[config.mk]
export PLATFORM = sky130hd
export DESIGN_NAME = line_span_writer
export DESIGN_NICKNAME = d
export VERILOG_FILES = /design/src/rtl/line_span_writer.sv
export SDC_FILE = /design/constraint.sdc
export NUM_CORES = 1
export LEC_CHECK = 0
export BUFFER_PORTS_ARGS = -buffer_cell sky130_fd_sc_hd__buf_2
export CAP_MARGIN = 40
export CORE_MARGIN = 10
export CORE_UTILIZATION = 50
export DETAILED_ROUTE_END_ITERATION = 16
export GPL_TIMING_DRIVEN = 0
export HOLD_SLACK_MARGIN = 0.12
export PLACE_DENSITY = 0.79
export SYNTH_ARGS = -nofsm -noshare
export SYNTH_HDL_FRONTEND = slang
export SYNTH_SLANG_ARGS = --single-unit
export TNS_END_PERCENT = 10
[constraint.sdc]
create_clock -name clk -period 2.9 [get_ports clk]
set_clock_uncertainty 0.05 [all_clocks]
set_input_delay 0.29 -clock clk [delete_from_list [all_inputs] [get_ports clk]]
set_output_delay 0.29 -clock clk [all_outputs]
set_load 0.005 [all_outputs]
[src/rtl/line_span_writer.sv]
// Consumer end of the line-drawer coordinate stream: clips each beat to the
// framebuffer and writes a pixel or horizontal span, one pixel per clock.
module line_span_writer #(
  parameter int CORDW  = 16,
  parameter int WIDTH  = 320,
  parameter int HEIGHT = 240,
  parameter int ADDRW  = 17,
  parameter int COLRW  = 4
) (
  input  logic                    clk,
  input  logic                    rst,
  input  logic                    mode,
  input  logic [COLRW-1:0]        colr,
  input  logic                    in_valid,
  input  logic                    in_fill,
  input  logic signed [CORDW-1:0] in_x,
  input  logic signed [CORDW-1:0] in_y,
  input  logic signed [CORDW-1:0] in_lx,
  output logic                    oe,
  output logic                    busy,
  output logic                    fb_we,
  output logic [ADDRW-1:0]        fb_addr,
  output logic [COLRW-1:0]        fb_colr
);

  typedef enum logic [1:0] {IDLE, SETUP, WRITE} state_t;

  localparam logic signed [CORDW:0] W_S    = (CORDW+1)'(WIDTH);
  localparam logic signed [CORDW:0] WMAX_S = (CORDW+1)'(WIDTH - 1);
  localparam logic signed [CORDW:0] H_S    = (CORDW+1)'(HEIGHT);
  localparam logic [ADDRW-1:0]      W_A    = ADDRW'(WIDTH);

  state_t                  state_q;
  logic [COLRW-1:0]        colr_q;
  logic signed [CORDW-1:0] y_q, xs_q, xe_q;
  logic [CORDW-1:0]        cnt_q;
  logic                    busy_q, fb_we_q;
  logic [ADDRW-1:0]        fb_addr_q;
  logic [COLRW-1:0]        fb_colr_q;

  logic                    accept_s, span_s, reject_s;
  logic signed [CORDW-1:0] lo_s, hi_s, xs_d, xe_d;
  logic signed [CORDW:0]   y_e_s, xs_e_s, xe_e_s, xs_c_s, xe_c_s;
  logic [CORDW-1:0]        cnt_d;
  logic [ADDRW-1:0]        addr_d;

  // oe must stay independent of every in_* input to avoid a loop through the producer
  assign oe      = (state_q == IDLE) && !rst;
  assign busy    = busy_q;
  assign fb_we   = fb_we_q;
  assign fb_addr = fb_addr_q;
  assign fb_colr = fb_colr_q;

  // Span endpoints at accept, and sign-extended clip/reject/address math for SETUP
  always_comb begin
    accept_s = in_valid && oe;
    span_s   = !mode || in_fill;
    lo_s     = (in_lx < in_x) ? in_lx : in_x;
    hi_s     = (in_lx < in_x) ? in_x : in_lx;
    xs_d     = mode ? lo_s : in_x;
    xe_d     = mode ? hi_s : in_x;

    y_e_s    = {y_q[CORDW-1], y_q};
    xs_e_s   = {xs_q[CORDW-1], xs_q};
    xe_e_s   = {xe_q[CORDW-1], xe_q};
    reject_s = y_e_s[CORDW] || (y_e_s >= H_S) || xe_e_s[CORDW] || (xs_e_s >= W_S);
    xs_c_s   = xs_e_s[CORDW] ? {(CORDW+1){1'b0}} : xs_e_s;
    xe_c_s   = (xe_e_s > WMAX_S) ? WMAX_S : xe_e_s;
    cnt_d    = CORDW'(xe_c_s - xs_c_s);
    addr_d   = ADDRW'(y_q) * W_A + ADDRW'(xs_c_s);
  end

  // Control FSM with registered framebuffer outputs; reset aborts any span in flight
  always_ff @(posedge clk) begin
    if (rst) begin
      state_q   <= IDLE;
      colr_q    <= {COLRW{1'b0}};
      y_q       <= {CORDW{1'b0}};
      xs_q      <= {CORDW{1'b0}};
      xe_q      <= {CORDW{1'b0}};
      cnt_q     <= {CORDW{1'b0}};
      busy_q    <= 1'b0;
      fb_we_q   <= 1'b0;
      fb_addr_q <= {ADDRW{1'b0}};
      fb_colr_q <= {COLRW{1'b0}};
    end else begin
      case (state_q)
        IDLE: begin
          fb_we_q <= 1'b0;
          if (accept_s && span_s) begin
            colr_q  <= colr;
            y_q     <= in_y;
            xs_q    <= xs_d;
            xe_q    <= xe_d;
            busy_q  <= 1'b1;
            state_q <= SETUP;
          end else begin
            busy_q  <= 1'b0;
          end
        end
        SETUP: begin
          if (reject_s) begin
            busy_q  <= 1'b0;
            state_q <= IDLE;
          end else begin
            cnt_q     <= cnt_d;
            fb_addr_q <= addr_d;
            fb_colr_q <= colr_q;
            fb_we_q   <= 1'b1;
            state_q   <= WRITE;
          end
        end
        WRITE: begin
          if (cnt_q == {CORDW{1'b0}}) begin
            fb_we_q <= 1'b0;
            busy_q  <= 1'b0;
            state_q <= IDLE;
          end else begin
            fb_addr_q <= fb_addr_q + ADDRW'(1);
            cnt_q     <= cnt_q - CORDW'(1);
          end
        end
        default: begin
          fb_we_q <= 1'b0;
          busy_q  <= 1'b0;
          state_q <= IDLE;
        end
      endcase
    end
  end

endmodule

==> summary by stage, run 1 <==
Outcome
The run finished, with violations left. The checks that failed: setup timing.

Die
The top-level port count is 81. The site row count is 41. The width of the die is 134 um. The total die area is 18000 um^2.

The initial utilization of the core area, before any placement, comes to 51.4%. From bottom edge to top edge, the die measures 134 um. In this run the standard cell core region covers 12700 um^2.

Finish
The total non-filler cell area in the finished layout is 8080 um^2. The repair_antennas step left the layout with diodes totalling 0. For this run, the post-layout net count is 1084. The post-route netlist has 22.4% of its cells at a drive strength greater than 1. The number of cells in the finished layout apart from fillers is 1145. The most common library cell in the layout ignoring fill and taps is sky130_fd_sc_hd__nand2_1.

Leaving out fill and tap cells, the most frequent cells in the layout are 90 x sky130_fd_sc_hd__nand2_1, 89 x sky130_fd_sc_hd__buf_2, 86 x sky130_fd_sc_hd__dfxtp_1, 73 x sky130_fd_sc_hd__nor2_1, 72 x sky130_fd_sc_hd__o21ai_0. The layout overhead on the synthesized area is 23.6%.

Worst setup path
At the worst endpoint, the arrival time is 3.44 ns. The number of cells on the worst reg-to-reg path is 15. For the worst setup path, the data required time is 3.14 ns. The kind of capture point of the worst setup path is a flip-flop. The worst register-to-register path begins at xe_q[14]$_SDFFE_PP0P_. The worst setup path is launched from a flip-flop. The cell that appears most often on the critical path is sky130_fd_sc_hd__buf_4.

Traced cell by cell, the critical path runs through nor4_4 -> a31oi_1 -> buf_4 -> buf_4 -> buf_4 -> or2_2 -> ha_4 -> and3_1 -> o2bb2ai_1 -> a41oi_2 -> buf_4 -> a21oi_4 -> xor2_1 -> nand2_1 -> a21oi_2. The worst flop-to-flop path endpoint is cnt_q[12]$_SDFFE_PP0P_. The slowest stage of the critical path belongs to the cell sky130_fd_sc_hd__dfxtp_2.

The delay contributed by the slowest stage of the critical path is 0.35 ns. The setup slack on the worst flop-to-flop path is -0.30 ns. The worst-path maximum fanout is 6. The class of the most critical setup path is flip-flop to flip-flop.

Clocking
TritonCTS built the clock tree. The worst-case clock buffer depth is 2. The number of H-tree levels is 3. In this run, CTS created clock tree buffers numbering 9. After clock tree synthesis, the clock-pin slew on the worst setup and hold paths is 0.07 ns. In this run the clock root is driven by a sky130_fd_sc_hd__clkbuf_16. For this design, the sink count on the clock tree is 93.

The clock insertion delay at the later pin of the skew report is 0.36 ns.

Placement
Summing all placed instances gives a cell area of 7160 um^2. After detailed placement, the design holds a cell count of 1106. Buffers placed on the I/O ports in this run total 79.

The global placer's final weighted congestion is 0.969. The estimated wirelength of the detail-placed design is 15.2 mm.

Timing
The minimum hold slack is 0.117 ns. The final critical path takes up 110% of the cycle. Setup repair after global routing could not meet its margin everywhere. The fmax is 0.313 GHz. The total setup violations reported at the end of the flow is 12. The final worst slack is -0.296 ns. For the pin with the worst max-slew slack, the measured transition is 0.835 ns.

The final number of max-transition violations is 0. The final critical path time including I/O delays and setup is 3.20 ns. The final count of hold timing violations is 0. The relative slew slack is 44.1%.

Global route
The number of antenna violations at the first check in global routing is 0. Entering global routing, the biggest net connects 19 pins. The first-pass GRT wire length is 33.6 mm. The aggregate global routing overflow is 0. The number of global-route vias before repair is 6676. The global-route usage over all layers is 22.5%.

Routing
For this run, design rule violations remaining after detail routing come to 0. The number of DRC violations after detailed-routing iteration 0 is 803. The post-detailed-route count of antenna-violating nets is 0. Across all layers, the routed design uses 7104 vias.

After detailed routing, the average wire length per cell comes to 19.1 um. The final layout contains routed wiring with a total length of 21.9 mm. The routed via count divided by cell count is 6.20. Before antenna repair, the detailed router went through 8 iterations.

Synth
The cell area after technology mapping is 6540 um^2. In the synthesized netlist, mux cells make up 1.13% of the area. The fraction of the mapped netlist area in compound gates is 26.9%. The fraction of the mapped netlist area in simple logic gates is 23.6%. In the synthesized netlist the dominant register cell turns out to be sky130_fd_sc_hd__dfxtp_1.

When the netlist entered floorplanning its net count stood at 971. The per-instance average area after synthesis is 7.64 um^2. After synthesis, the largest family of logic cells by area is compound AO/OA/AOI/OAI gates. The synthesized netlist devotes 11.6% of its cell area to adder and majority cells. For this run, asynchronously set or reset flops after synthesis account for 0%.

The instance count of the mapped netlist is 855. Yosys printed 0 warnings. The sequential element share of the synthesized area is 28.5%. In this run, synthesis produced a sequential element count of 93. Summing the areas of all xor and xnor instances in the mapped netlist gives 2.55% of the synthesized area.

In this run, synthesis inferred 0 flip-flops with an integrated enable. The number of distinct standard cells referenced by the synthesized netlist is 71.

Flow run
Max-cap violations in this run came to 0.

Hold path
In this run the most critical hold path is launched from in_y[4]. The worst hold path was traced through 3 stages. The worst hold path belongs to the class input pin to flip-flop. For hold timing, the worst endpoint is y_q[4]$_SDFFE_PP0P_.

Power and ir drop
For this design the static power due to leakage is 3.24 nW. In this run the power density over the cells is 541 nW/um^2. The worst IR drop on VDD is 339 uV. Overall power consumption after layout is estimated at 4.37 mW.
==> cell type report <==
| cell class | count | area [um^2] |
|---|---|---|
| Multi-Input combinational cell | 676 | 4720 |
| Fill cell | 1135 | 4640 |
| Sequential cell | 93 | 1880 |
| Timing Repair Buffer | 103 | 601 |
| Clock buffer | 9 | 225 |
| Buffer | 43 | 216 |
| Tap cell | 172 | 215 |
| Inverter | 42 | 158 |
| Clock inverter | 7 | 63.8 |
==> how the worst max path moves through the flow <==
stage                     startpoint                endpoint
5_1_grt        xe_q[14]$_SDFFE_PP0P_  cnt_q[12]$_SDFFE_PP0P_
3_5_place_dp   xe_q[14]$_SDFFE_PP0P_  cnt_q[10]$_SDFFE_PP0P_
4_1_cts        xe_q[11]$_SDFFE_PP0P_   cnt_q[9]$_SDFFE_PP0P_
6_report       xe_q[14]$_SDFFE_PP0P_  cnt_q[12]$_SDFFE_PP0P_
3_3_place_gp   xe_q[14]$_SDFFE_PP0P_  cnt_q[10]$_SDFFE_PP0P_
2_1_floorplan  xe_q[14]$_SDFFE_PP0P_   cnt_q[9]$_SDFFE_PP0P_
==> per-layer routing <==
layer	up-vias	part of all wire, %	global-route usage, %
met3	38	8.7	5.19
li1	3341	-	-
met5	-	0	0
met2	380	47	36.5
met4	0	1.8	7.50
met1	3345	42	28.6
==> worst max-delay path, delay by kind of cell (launching register included) <==
kind | cells | cell delay (ns)
buffers and inverters | 4 | 0.66
and+or+nand+nor | 4 | 0.86
adders and majority gates | 1 | 0.31
AOI/OAI and AO/OA | 5 | 0.71
xor gates and xnor gates | 1 | 0.19
DFF | 1 | 0.35
==> metrics by stage <==
stage          setup TNS [ns]  util [%]  setup WS, ns
2_1_floorplan         -0.0660         -       -0.0632
6_report                -1.77      63.5        -0.296
3_3_place_gp            -2.63      56.3        -0.386
5_1_grt                 -3.67      63.5        -0.405
4_1_cts                 -1.60      61.0        -0.281
3_5_place_dp            -3.39      56.3        -0.434
==> cells in the mapped netlist (4+ instances only) <==
master | instances | area share [%]
sky130_fd_sc_hd__a211oi_1 | 31 | 3.6
sky130_fd_sc_hd__a21o_1 | 4 | 0.46
sky130_fd_sc_hd__a21oi_1 | 75 | 5.7
sky130_fd_sc_hd__a221oi_1 | 16 | 2.1
sky130_fd_sc_hd__a31oi_1 | 23 | 2.2
sky130_fd_sc_hd__and2_1 | 4 | 0.38
sky130_fd_sc_hd__buf_2 | 10 | 0.77
sky130_fd_sc_hd__clkbuf_1 | 28 | 1.6
sky130_fd_sc_hd__dfxtp_1 | 93 | 28
sky130_fd_sc_hd__ha_1 | 56 | 11
sky130_fd_sc_hd__inv_1 | 41 | 2.4
sky130_fd_sc_hd__mux2i_1 | 4 | 0.61
sky130_fd_sc_hd__nand2_1 | 91 | 5.2
sky130_fd_sc_hd__nand2b_1 | 18 | 1.7
sky130_fd_sc_hd__nand3_1 | 18 | 1.4
sky130_fd_sc_hd__nand4_1 | 8 | 0.77
sky130_fd_sc_hd__nor2_1 | 75 | 4.3
sky130_fd_sc_hd__nor2b_1 | 13 | 1.2
sky130_fd_sc_hd__nor3_1 | 45 | 3.4
sky130_fd_sc_hd__nor4_1 | 4 | 0.38
sky130_fd_sc_hd__o21a_1 | 8 | 0.92
sky130_fd_sc_hd__o21ai_0 | 79 | 6.1
sky130_fd_sc_hd__o22ai_1 | 4 | 0.38
sky130_fd_sc_hd__or2_2 | 9 | 0.86
sky130_fd_sc_hd__or3_1 | 5 | 0.48
sky130_fd_sc_hd__xnor2_1 | 16 | 2.1
==> power breakdown <==
part	internal (mW)	leakage, nW	switching (mW)
registers	1.37	0.761	0.102
logic	0.750	2.34	0.958
clock network	0.602	0.136	0.592
total	2.72	3.24	1.65
==> logic make-up after synthesis <==
logic type,after synthesis
AO/OA/AOI/OAI,279
XOR/XNOR,19
adder cells (fa/ha/maj),59
buffers and inverters,86
flip-flops,93
multiplexers,7
AND/OR/NAND/NOR,312
==> timing repair <==
action	CTS	global route
resized for setup	36	55
hold endpoints to repair	10	0
buffers inserted	6	8
hold buffers	10	0
setup endpoints to repair	14	19
pin swaps	21	31
==> sequential cells by signal, indices dropped and copies added, names as in the netlist <==
| name | cells |
|---|---|
| xe_q | 16 |
| busy | 1 |
| fb_we | 1 |
| cnt_q | 16 |
| xs_q | 16 |
| y_q | 16 |
| fb_colr | 4 |
| state_q | 2 |
| colr_q | 4 |
| fb_addr | 17 |
(Power assumes the default switching activity.)
==> run 2: changes to the inputs <==
==> constraint.sdc (replaced) <==
create_clock -name clk -period 2.8 [get_ports clk]
set_clock_uncertainty 0.05 [all_clocks]
set_input_delay 0.28 -clock clk [delete_from_list [all_inputs] [get_ports clk]]
set_output_delay 0.28 -clock clk [all_outputs]
set_load 0.005 [all_outputs]
==> run 2 against run 1 <==
The flow still finishes with violations (setup timing). Critical endpoint is now cnt_q[14]$_SDFFE_PP0P_. Cell area fell by 0.36%. Global-route usage rose by 0.31 points. Non-clock buffer count rose by 4. Clock power rose by 3%. Combinational power barely moved. Utilization fell by 0.23 points. Critical path depth rose by 1. Clock-buffer cell count did not move. Maximum frequency rose by 0.42%. Total power rose by 2.7%. Register-to-register slack got worse by 0.09 ns. Sequential share of layout area barely moved.
==> summary by stage, run 2 (synthesis results as in run 1) <==
Worst setup path
The number of cells on the worst reg-to-reg path is 16 (was 15). The setup slack on the worst flop-to-flop path was -0.38 ns (was -0.30 ns). The startpoint kind of the worst setup timing path is a flip-flop (unchanged). The worst setup path startpoint is xe_q[14]$_SDFFE_PP0P_ (unchanged).

The data required time at the worst endpoint is 3.04 ns (was 3.14 ns). The critical path arrival came to 3.42 ns (was 3.44 ns). The source of the worst register-to-register timing path is xe_q[14]$_SDFFE_PP0P_ (unchanged).

The class of the most critical setup path is flip-flop to flip-flop (unchanged). The kind of capture point of the worst setup path is a flip-flop (unchanged). The last element of the critical path is cnt_q[14]$_SDFFE_PP0P_ (was cnt_q[12]$_SDFFE_PP0P_). The worst-path maximum fanout is 4 (was 6). The worst flop-to-flop path endpoint is cnt_q[14]$_SDFFE_PP0P_ (was cnt_q[12]$_SDFFE_PP0P_).

Routing
The routed via count came to 7059 (was 7104). The routed via count divided by cell count is 6.14 (was 6.20). The wire length after detailed routing is 21.5 mm (was 21.9 mm). The average wire per cell in the routed design was 18.7 um (was 19.1 um). The post-detailed-route count of antenna-violating nets is 0 (unchanged).

The post-detailed-route DRC marker count is 0 (unchanged). The number of DRC violations after detailed-routing iteration 0 was 787 (was 803). The length of the first detailed-routing pass in iterations came to 5 (was 8).

Finish
The share of the core filled with cells is 63.3% (was 63.5%). The number of inserted filler cells in the final layout was 1134 (was 1135). The total inserted antenna cells came to 0 (unchanged).

The layout net count is 1088 (was 1084). The most common library cell in the layout ignoring fill and taps is sky130_fd_sc_hd__nand2_1 (unchanged). The sequential cell area in the final layout came to 1870 um^2 (was 1880 um^2). The total non-filler cell area in the finished layout was 8050 um^2 (was 8080 um^2). The number of flip-flops under the largest register name is 17 (unchanged). The fraction of layout instances using a drive strength above 1 is 21.6% (was 22.4%). The layout overhead on the synthesized area is 23.2% (was 23.6%).

The area of combinational cells with multiple inputs is 4660 um^2 (was 4720 um^2). Most used cells in the layout excluding fill and tap cells: 90 x sky130_fd_sc_hd__nand2_1, 89 x sky130_fd_sc_hd__buf_2, 88 x sky130_fd_sc_hd__dfxtp_1, 72 x sky130_fd_sc_hd__nor2_1, 72 x sky130_fd_sc_hd__o21ai_0 (was 90 x sky130_fd_sc_hd__nand2_1, 89 x sky130_fd_sc_hd__buf_2, 86 x sky130_fd_sc_hd__dfxtp_1, 73 x sky130_fd_sc_hd__nor2_1, 72 x sky130_fd_sc_hd__o21ai_0). The number of cells in the finished layout apart from fillers is 1149 (was 1145).

Power and ir drop
The clock network fraction of total power was 27.3% (about the same). The total power density per cell area is 557 nW/um^2 (was 541 nW/um^2). The worst IR drop on VDD was 350 uV (was 339 uV). The switching power of the nets is 1.68 mW (was 1.65 mW). The internal cell power came to 2.81 mW (was 2.72 mW).

The share of total power consumed by net switching came to 37.4% (was 37.8%). The combinational share of power came to 38.8% (was 39.1%). The leakage component of the power came to 3.24 nW (about the same). The power consumption is 4.49 mW (was 4.37 mW). The register share of total power is 33.9% (was 33.6%).

Hold path
The origin of the worst min-delay path is in_y[10] (was in_y[4]). The class of the tightest hold or removal check is input pin to flip-flop (unchanged).

Die
The starting density of the core is 51.4% (unchanged). The width of the die is 134 um (unchanged). The top-level port count is 81 (unchanged). The core outline area is 12700 um^2 (unchanged). The total die area is 18000 um^2 (unchanged). The die height was 134 um (unchanged). The site row count is 41 (unchanged).

Global route
The aggregate global routing overflow is 0 (unchanged). The first-pass GRT wire length came to 34.1 mm (was 33.6 mm). The global-route usage over all layers is 22.8% (was 22.5%). The number of antenna violations at the first check in global routing was 0 (unchanged). The number of global-route vias before repair is 6728 (was 6676).

The maximum number of pins on one net before global-route repair is 19 (unchanged).

Placement
The number of placed instances with taps included was 1106 (unchanged). The global placer's final weighted congestion is 0.969 (unchanged). The estimated wirelength of the detail-placed design is 15.2 mm (unchanged). The cell area reported after detailed placement came to 7160 um^2 (unchanged). The worst slack at placement is -0.534 ns (was -0.434 ns). The number of buffers added on ports is 79 (unchanged).

Flow run
The max-capacitance violation count is 0 (unchanged).

Timing
The minimum hold slack is 0.123 ns (was 0.117 ns). The fmax came to 0.314 GHz (was 0.313 GHz). The final count of hold timing violations is 0 (unchanged). The total setup violations reported at the end of the flow is 16 (was 12). The final critical path time including I/O delays and setup is 3.18 ns (was 3.20 ns). Setup repair after global routing missed its margin: yes (unchanged).

The relative slew slack is 45.2% (was 44.1%). The share of the clock period used by the worst path after layout was 114% (was 110%). The setup TNS was -3.56 ns (was -1.77 ns). The final worst slack is -0.382 ns (was -0.296 ns).

The final number of max-transition violations is 0 (unchanged). The pin slew with the least headroom to its limit came to 0.818 ns (was 0.835 ns).

Clocking
The clock root buffer master is sky130_fd_sc_hd__clkbuf_16 (unchanged). The CTS tree is yes (unchanged). The clock input transition at the sequential cells of the worst setup and hold paths is 0.07 ns (about the same).

The clock insertion delay at the later pin of the skew report came to 0.36 ns (about the same). The number of H-tree levels came to 3 (unchanged). The worst-case clock buffer depth was 2 (unchanged).

The number of clock buffers inserted by TritonCTS came to 9 (unchanged). The clock sink total is 93 (unchanged).

Outcome
Run status: finished with violations (unchanged). Violated checks: setup timing (unchanged).
==> run 2: timing repair <==
action,in CTS,in global routing
setup endpoints to repair,16,19
hold endpoints to repair,15,0
setup buffers,6,7
pin swaps,23,29
hold buffers,15,0
gates cloned,0,0
gates resized for setup,41,40
==> run 2: area by class of cell <==
class / count / share of cell area [%]
Multi-Input combinational cell: 676 / 57.8
Sequential cell: 93 / 23.2
Timing Repair Buffer: 107 / 8.04
Clock buffer: 9 / 2.80
Buffer: 43 / 2.69
Tap cell: 172 / 2.67
Inverter: 42 / 1.96
Clock inverter: 7 / 0.793
==> run 2: per-layer routing <==
metal,vias to the layer above,GRT usage [%],wire (um)
li1,3352,-,-
met1,3271,28.7,9020
met2,389,37.5,9990
met3,47,5.23,2010
met4,0,7.50,456
met5,-,0,0
==> run 2: worst min-delay path by stage <==
| stage | endpoint | slack, ns | cells past startpoint |
|---|---|---|---|
| 2_1_floorplan | colr_q[0]$_SDFFE_PP0P_ | 0.37 | 2 |
| 3_3_place_gp | colr_q[2]$_SDFFE_PP0P_ | 0.40 | 2 |
| 3_5_place_dp | colr_q[3]$_SDFFE_PP0P_ | 0.40 | 2 |
| 4_1_cts | y_q[10]$_SDFFE_PP0P_ | 0.12 | 3 |
| 5_1_grt | y_q[10]$_SDFFE_PP0P_ | 0.13 | 3 |
| 6_report | y_q[10]$_SDFFE_PP0P_ | 0.12 | 3 |
==> run 2: critical path, cell delays in order, from the launching register on <==
cell                       delay [ns]
sky130_fd_sc_hd__dfxtp_2         0.35
sky130_fd_sc_hd__nor4_4          0.27
sky130_fd_sc_hd__a31oi_1         0.13
sky130_fd_sc_hd__buf_4           0.17
sky130_fd_sc_hd__buf_6           0.12
sky130_fd_sc_hd__nor2_4          0.13
sky130_fd_sc_hd__ha_4            0.15
sky130_fd_sc_hd__inv_2           0.04
sky130_fd_sc_hd__fa_2            0.41
sky130_fd_sc_hd__a211oi_2        0.30
sky130_fd_sc_hd__nor2_2          0.09
sky130_fd_sc_hd__a41oi_2         0.24
sky130_fd_sc_hd__buf_4           0.18
sky130_fd_sc_hd__a21oi_4         0.06
sky130_fd_sc_hd__a31oi_4         0.19
sky130_fd_sc_hd__nand4b_1        0.13
sky130_fd_sc_hd__o221ai_2        0.09
==> run 2: power by group through the flow <==
| stage | clock [mW] | sequential [mW] | combinational, mW |
|---|---|---|---|
| floorplan | 0 | 1.51 | 1.00 |
| detailed placement | 0 | 1.54 | 1.35 |
| global placement | 0 | 1.54 | 1.33 |
| CTS | 1.23 | 1.51 | 1.53 |
| finish | 1.23 | 1.52 | 1.74 |
| global route | 1.27 | 1.53 | 1.90 |
